==> config.mk <==
export PLATFORM = sky130hd
export DESIGN_NAME = cpu_mem_responder_flat
export DESIGN_NICKNAME = d
export VERILOG_FILES = /design/src/rtl/cpu_mem_responder_if.sv /design/src/rtl/cpu_mem_responder.sv /design/src/flat_wrapper.sv
export SDC_FILE = /design/constraint.sdc
export NUM_CORES = 2
export LEC_CHECK = 0
export ABC_CLOCK_PERIOD_IN_PS = 4000
export CORE_MARGIN = 2
export CORE_UTILIZATION = 45
export DETAILED_ROUTE_END_ITERATION = 6
export PLACE_DENSITY = 0.6
export SLEW_MARGIN = 20
export SYNTH_ARGS = -nofsm -noshare
export SYNTH_HDL_FRONTEND = slang
export SYNTH_SLANG_ARGS = --single-unit
==> constraint.sdc <==
create_clock -name clk_main -period 4 [get_ports clk_main]
set_input_delay 0.8 -clock clk_main [delete_from_list [all_inputs] [get_ports clk_main]]
set_output_delay 0.8 -clock clk_main [all_outputs]
set_load 0.1 [all_outputs]
==> src/rtl/cpu_mem_responder_if.sv <==
// rtl/cpu_mem_responder_if.sv - CPU instruction/data bus and RAM dump port bundle
interface cpu_mem_responder_if #(
  parameter int ADDR_W = 6,
  parameter int DATA_W = 16
);
  logic [ADDR_W-1:0] address_to_rom;
  logic              enable_to_rom;
  logic [DATA_W-1:0] data_from_rom;
  logic [ADDR_W-1:0] address_to_ram;
  logic [DATA_W-1:0] data_to_ram;
  logic              write_enable_to_ram;
  logic              read_enable_to_ram;
  logic [DATA_W-1:0] data_from_ram;
  logic              enable_ram_read;
  logic              prog_we;
  logic [ADDR_W-1:0] prog_addr;
  logic [DATA_W-1:0] prog_data;
  logic              ram_ready;
  logic              dump_valid;
  logic              dump_ready;
  logic [ADDR_W-1:0] dump_addr;
  logic [DATA_W-1:0] dump_data;
  logic              dump_busy;

  modport master (
    output address_to_rom, enable_to_rom, address_to_ram, data_to_ram,
           write_enable_to_ram, read_enable_to_ram, enable_ram_read,
           prog_we, prog_addr, prog_data, dump_ready,
    input  data_from_rom, data_from_ram, ram_ready, dump_valid,
           dump_addr, dump_data, dump_busy
  );

  modport slave (
    input  address_to_rom, enable_to_rom, address_to_ram, data_to_ram,
           write_enable_to_ram, read_enable_to_ram, enable_ram_read,
           prog_we, prog_addr, prog_data, dump_ready,
    output data_from_rom, data_from_ram, ram_ready, dump_valid,
           dump_addr, dump_data, dump_busy
  );
endinterface

==> src/rtl/cpu_mem_responder.sv <==
// rtl/cpu_mem_responder.sv - instruction store, data RAM with post-reset clear and RAM dump sequencer
module cpu_mem_responder #(
  parameter int ADDR_W = 6,
  parameter int DATA_W = 16
) (
  input  logic                 clk_main,
  input  logic                 reset,
  cpu_mem_responder_if.slave   bus
);
  localparam int DEPTH = 1 << ADDR_W;
  localparam logic [ADDR_W-1:0] PTR_LAST = '1;

  typedef enum logic [1:0] {
    CLEAR      = 2'd0,
    IDLE       = 2'd1,
    DUMP_FETCH = 2'd2,
    DUMP_SEND  = 2'd3
  } state_e;

  state_e            state_q, state_d;
  logic [ADDR_W-1:0] ptr_q, ptr_d;
  logic [ADDR_W-1:0] dump_addr_q, dump_addr_d;
  logic [DATA_W-1:0] dump_data_q, dump_data_d;

  logic [DATA_W-1:0] rom_q [DEPTH];
  logic [DATA_W-1:0] ram_q [DEPTH];

  logic              ram_we;
  logic [ADDR_W-1:0] ram_waddr;
  logic [DATA_W-1:0] ram_wdata;

  logic unused_read_enable;
  assign unused_read_enable = bus.read_enable_to_ram;

  always_ff @(posedge clk_main) begin
    if (reset) begin
      state_q     <= CLEAR;
      ptr_q       <= '0;
      dump_addr_q <= '0;
      dump_data_q <= '0;
    end else begin
      state_q     <= state_d;
      ptr_q       <= ptr_d;
      dump_addr_q <= dump_addr_d;
      dump_data_q <= dump_data_d;
    end
  end

  always_comb begin
    state_d     = state_q;
    ptr_d       = ptr_q;
    dump_addr_d = dump_addr_q;
    dump_data_d = dump_data_q;
    case (state_q)
      CLEAR: begin
        if (ptr_q == PTR_LAST) begin
          state_d = IDLE;
          ptr_d   = '0;
        end else begin
          ptr_d = ptr_q + 1'b1;
        end
      end
      IDLE: begin
        if (bus.enable_ram_read) begin
          state_d = DUMP_FETCH;
          ptr_d   = '0;
        end
      end
      DUMP_FETCH: begin
        // ram_q is sampled before this edge's CPU write lands, so a colliding write is not seen
        dump_data_d = ram_q[ptr_q];
        dump_addr_d = ptr_q;
        state_d     = DUMP_SEND;
      end
      DUMP_SEND: begin
        if (bus.dump_ready) begin
          if (ptr_q == PTR_LAST) begin
            state_d = IDLE;
            ptr_d   = '0;
          end else begin
            state_d = DUMP_FETCH;
            ptr_d   = ptr_q + 1'b1;
          end
        end
      end
      default: begin
        state_d = CLEAR;
        ptr_d   = '0;
      end
    endcase
  end

  always_comb begin
    ram_we         = 1'b0;
    ram_waddr      = bus.address_to_ram;
    ram_wdata      = bus.data_to_ram;
    bus.ram_ready  = (state_q != CLEAR);
    bus.dump_valid = (state_q == DUMP_SEND);
    bus.dump_busy  = (state_q == DUMP_FETCH) || (state_q == DUMP_SEND);
    bus.dump_addr  = dump_addr_q;
    bus.dump_data  = dump_data_q;
    // The clear sequencer owns the single write port; CPU writes are dropped meanwhile
    if (state_q == CLEAR) begin
      ram_we    = 1'b1;
      ram_waddr = ptr_q;
      ram_wdata = '0;
    end else begin
      ram_we = bus.write_enable_to_ram;
    end
  end

  always_ff @(posedge clk_main) begin
    if (bus.prog_we) rom_q[bus.prog_addr] <= bus.prog_data;
    if (ram_we)      ram_q[ram_waddr]     <= ram_wdata;
  end

  assign bus.data_from_rom = bus.enable_to_rom ? rom_q[bus.address_to_rom] : '0;
  assign bus.data_from_ram = (state_q == CLEAR) ? '0 : ram_q[bus.address_to_ram];

endmodule
==> src/flat_wrapper.sv <==
// flat-port wrapper written by rule: the top's interface ports become plain ports
module cpu_mem_responder_flat 
#(
  parameter int ADDR_W = 6,
  parameter int DATA_W = 16
)
  (clk_main, reset, bus_address_to_rom, bus_enable_to_rom, bus_address_to_ram, bus_data_to_ram, bus_write_enable_to_ram, bus_read_enable_to_ram, bus_enable_ram_read, bus_prog_we, bus_prog_addr, bus_prog_data, bus_dump_ready, bus_data_from_rom, bus_data_from_ram, bus_ram_ready, bus_dump_valid, bus_dump_addr, bus_dump_data, bus_dump_busy);
  cpu_mem_responder_if #(.ADDR_W(ADDR_W), .DATA_W(DATA_W)) bus_i ();
  input  logic clk_main;
  input  logic reset;
  input wire logic [$bits(bus_i.address_to_rom)-1:0] bus_address_to_rom;
  input wire logic [$bits(bus_i.enable_to_rom)-1:0] bus_enable_to_rom;
  input wire logic [$bits(bus_i.address_to_ram)-1:0] bus_address_to_ram;
  input wire logic [$bits(bus_i.data_to_ram)-1:0] bus_data_to_ram;
  input wire logic [$bits(bus_i.write_enable_to_ram)-1:0] bus_write_enable_to_ram;
  input wire logic [$bits(bus_i.read_enable_to_ram)-1:0] bus_read_enable_to_ram;
  input wire logic [$bits(bus_i.enable_ram_read)-1:0] bus_enable_ram_read;
  input wire logic [$bits(bus_i.prog_we)-1:0] bus_prog_we;
  input wire logic [$bits(bus_i.prog_addr)-1:0] bus_prog_addr;
  input wire logic [$bits(bus_i.prog_data)-1:0] bus_prog_data;
  input wire logic [$bits(bus_i.dump_ready)-1:0] bus_dump_ready;
  output wire logic [$bits(bus_i.data_from_rom)-1:0] bus_data_from_rom;
  output wire logic [$bits(bus_i.data_from_ram)-1:0] bus_data_from_ram;
  output wire logic [$bits(bus_i.ram_ready)-1:0] bus_ram_ready;
  output wire logic [$bits(bus_i.dump_valid)-1:0] bus_dump_valid;
  output wire logic [$bits(bus_i.dump_addr)-1:0] bus_dump_addr;
  output wire logic [$bits(bus_i.dump_data)-1:0] bus_dump_data;
  output wire logic [$bits(bus_i.dump_busy)-1:0] bus_dump_busy;
  assign bus_i.address_to_rom = bus_address_to_rom;
  assign bus_i.enable_to_rom = bus_enable_to_rom;
  assign bus_i.address_to_ram = bus_address_to_ram;
  assign bus_i.data_to_ram = bus_data_to_ram;
  assign bus_i.write_enable_to_ram = bus_write_enable_to_ram;
  assign bus_i.read_enable_to_ram = bus_read_enable_to_ram;
  assign bus_i.enable_ram_read = bus_enable_ram_read;
  assign bus_i.prog_we = bus_prog_we;
  assign bus_i.prog_addr = bus_prog_addr;
  assign bus_i.prog_data = bus_prog_data;
  assign bus_i.dump_ready = bus_dump_ready;
  assign bus_data_from_rom = bus_i.data_from_rom;
  assign bus_data_from_ram = bus_i.data_from_ram;
  assign bus_ram_ready = bus_i.ram_ready;
  assign bus_dump_valid = bus_i.dump_valid;
  assign bus_dump_addr = bus_i.dump_addr;
  assign bus_dump_data = bus_i.dump_data;
  assign bus_dump_busy = bus_i.dump_busy;
  cpu_mem_responder #(.ADDR_W(ADDR_W), .DATA_W(DATA_W)) u_core (.clk_main(clk_main), .reset(reset), .bus(bus_i));
endmodule
==> results.json <==
{
  "hold_ws_ns": 0.3693,
  "fp.dieH_um": 447.6,
  "max_stage_delay_ns": 0.54,
  "layout-drive-gt1-share_pct": 35.68,
  "antenna_found_initial": 4,
  "setup_viol": 3,
  "grt_pass1_vias": 47800,
  "fp.dieArea_sq_um": 200300,
  "synthCells": 4283,
  "hp-class": "input pin to register",
  "slew_viol_final": 0,
  "portBuffers": 113,
  "syn_area_sq_um": 88550,
  "root_buffer": "clkbuf_16",
  "area_growth_syn_to_layout_pct": 17.25,
  "endpoint_kind": "primary output",
  "drc": 0,
  "dr.pass1.iters": 5,
  "ys_types": 55,
  "cap_viol_max_count": 0,
  "post_dp_cell_area_sq_um": 96830,
  "final.min_clock_period_ns": 4.062,
  "power_density_nw_per_um2": 452.9,
  "synth_flop_cell": "edfxtp_1",
  "leakage_nw": 33.23,
  "ant_nets": 0,
  "initial_core_util_pct": 45.36,
  "hpwlAfterDp_mm": 159.6,
  "rsz0062_at_grt": "true",
  "grt_pass1_wl_mm": 353.5,
  "crit_fanout": 17,
  "period_share_pct": 101.5,
  "grt.total_usage_pct": 24.95,
  "grt_overflow": 0,
  "die_w_um": 447.6,
  "worst_ep_required_time_ns": 3.20,
  "cp-start-kind": "register",
  "finalHoldViolCount": 0,
  "fillers": 15170,
  "synth_nets": 4342,
  "gp_congestion": 0.9347,
  "htreeDepth": 4,
  "synth_area_per_cell_sq_um": 20.67,
  "via_count": 47140,
  "ctsLongestPathBuffers": 3,
  "cp.arrival_ns": 3.26,
  "cts_inserted_buffers": 210,
  "layout_setup_ws_ns": -0.06172,
  "ios": 115,
  "clock_skew_ns": 0.02928,
  "drt_iter0_drc": 4933,
  "wl_per_cell_um": 32.81,
  "synthArstFlopShare_pct": 0,
  "crit_slowest_cell": "dfxtp_1",
  "worst-path-buf-inv": 3,
  "cp_top_family": "buffers and inverters",
  "clkLatencyLatePin_ns": 0.85,
  "coreArea_sq_um": 195200,
  "cts_num_sinks": 2078,
  "fin_area_sq_um": 103800,
  "num_rows": 162,
  "tightest_slew_ns": 1.180,
  "drt-total-wl_mm": 249.2,
  "synth_edf_count": 2048,
  "worst-setup-path-type": "register to primary output",
  "crit_chain": "nor2_2, inv_2, nand2_1, buf_4, a211oi_1, o21ai_0, nand2_2, buf_12",
  "violations": "negative setup slack",
  "final_net_count": 4846,
  "synth_seq_area_share_pct": 70.13,
  "synth_warnings": 0,
  "max-slew-margin-rel_pct": 20.79,
  "synth-seq-cells": 2078,
  "cts_tree": "done",
  "clkTransAtPathRegs_ns": 0.06,
  "cts.hold.buffers_added": 0,
  "fmax_mhz": 246.2,
  "status": "finished with violations",
  "grt_max_degree": 67,
  "ir_drop_v": 0.0004477,
  "detail_route.vias_per_cell": 6.208
}
## cell usage after synthesis (all sizes together), types with 5 or more instances
cell type	count	share of area, %
a22o	12	0.12
o22ai	72	0.51
a221oi	9	0.089
edfxtp	2048	69
nor2	162	0.69
a211oi	39	0.33
o21ai	56	0.32
a22oi	93	0.79
a21oi	35	0.20
a2111oi	7	0.081
clkbuf	140	0.59
nand2b	27	0.19
nor2b	39	0.28
dfxtp	30	0.68
nand3	30	0.17
a311oi	18	0.18
o211ai	20	0.17
nand2	109	0.46
nor4	6	0.042
inv	5	0.021
nor3	16	0.090
mux2i	256	2.9
mux4	747	19
and3	7	0.049
mux2	72	0.92
buf	154	0.98
and2	23	0.16
o31ai	13	0.11
## report_power, final
group / switching, mW / internal [mW] / total (mW)
logic: 2.01 / 1.64 / 3.65
registers: 0.0912 / 23.9 / 24.0
clock network: 8.37 / 11.0 / 19.4
total: 10.5 / 36.6 / 47.0
## final cells by class
type                            instances  area (sq um)  area share [%]
Antenna cell                            5         12.51         0.01205
Clock buffer                          255          5466           5.265
Tap cell                             2624          3283           3.162
Clock inverter                        134          1328           1.279
Multi-Input combinational cell       1906         25460           24.52
Timing Repair Buffer                  586          6141           5.915
Inverter                                5         18.77         0.01808
Sequential cell                      2078         62120           59.83
## kinds of logic after synthesis
kind of cell | after synthesis | synth area share, %
flops | 2078 | 70.13
mux | 1075 | 22.92
simple gates | 435 | 2.259
compound gates | 395 | 3.079
buf+inv | 299 | 1.600
fa+ha+maj | 1 | 0.01413
## path summary, 6_finish.rpt
path / slack (ns) / end / cells after the start / from
hold reg to reg: 0.47 / u_core.bus.dump_addr[0] / 2 / u_core.bus.dump_addr[0]
hold / removal: 0.37 / u_core.rom_q[24][10] / 1 / bus_prog_data[10]
setup reg to reg: 0.57 / u_core.bus.dump_data[5] / 6 / u_core.ptr_q[0]
setup / recovery: -0.06 / bus_data_from_ram[0] / 8 / u_core.state_q[0]
## what timing repair did
item	CTS	global route
endpoints found under the setup margin	16	11
resized for setup	9	9
buffers inserted	0	5
cloned	0	1
## state kept, by name, indices dropped and copies added, names as in the netlist
signal,cells
u_core.state_q,2
u_core.bus.dump_data,16
u_core.rom_q,1024
u_core.ram_q,1024
u_core.ptr_q,6
u_core.bus.dump_addr,6
## stage by stage
step | util [%] | std cells | setup TNS [ns] | power, mW | setup WS, ns
CTS | 53.10 | 7581 | 0 | 47.37 | 0.003407
finish | 53.19 | 7593 | -0.1026 | 47.03 | -0.06172
global route | 53.19 | 7589 | -0.2308 | 48.33 | -0.08292
global placement | 49.60 | 7192 | -0.06978 | 28.06 | -0.06978
floorplan | - | 4283 | 0 | 26.55 | 0.1155
detailed placement | 49.61 | 7192 | -0.05018 | 28.09 | -0.05018
## layout by cell type (no fill, tap or decap), types with 18 or more instances in the layout
cell type	count
nor2_1	81
nor2_2	79
buf_4	386
mux4_2	721
nand2_1	93
clkbuf_1	43
a211oi_1	32
nor2b_1	36
o21ai_0	43
mux4_1	26
mux2i_1	255
a22oi_1	92
a21oi_1	35
mux2_2	72
clkdlybuf4s50_1	57
clkinv_2	39
a311oi_1	18
clkbuf_16	213
edfxtp_1	2048
bufinv_16	20
nand3_1	29
nand2b_1	27
dfxtp_1	25
o22ai_1	72
o211ai_1	20
buf_12	124
clkinv_1	50
## metal layers
layer | vias up | wire, um | GRT usage (%)
met4 | 4 | 11660 | 10.97
li1 | 19370 | - | -
met2 | 2120 | 121700 | 40.55
met1 | 25190 | 97430 | 32.93
met5 | - | 21 | 0
met3 | 457 | 18380 | 4.721
No activity file was read; power rests on OpenSTA's default activity.
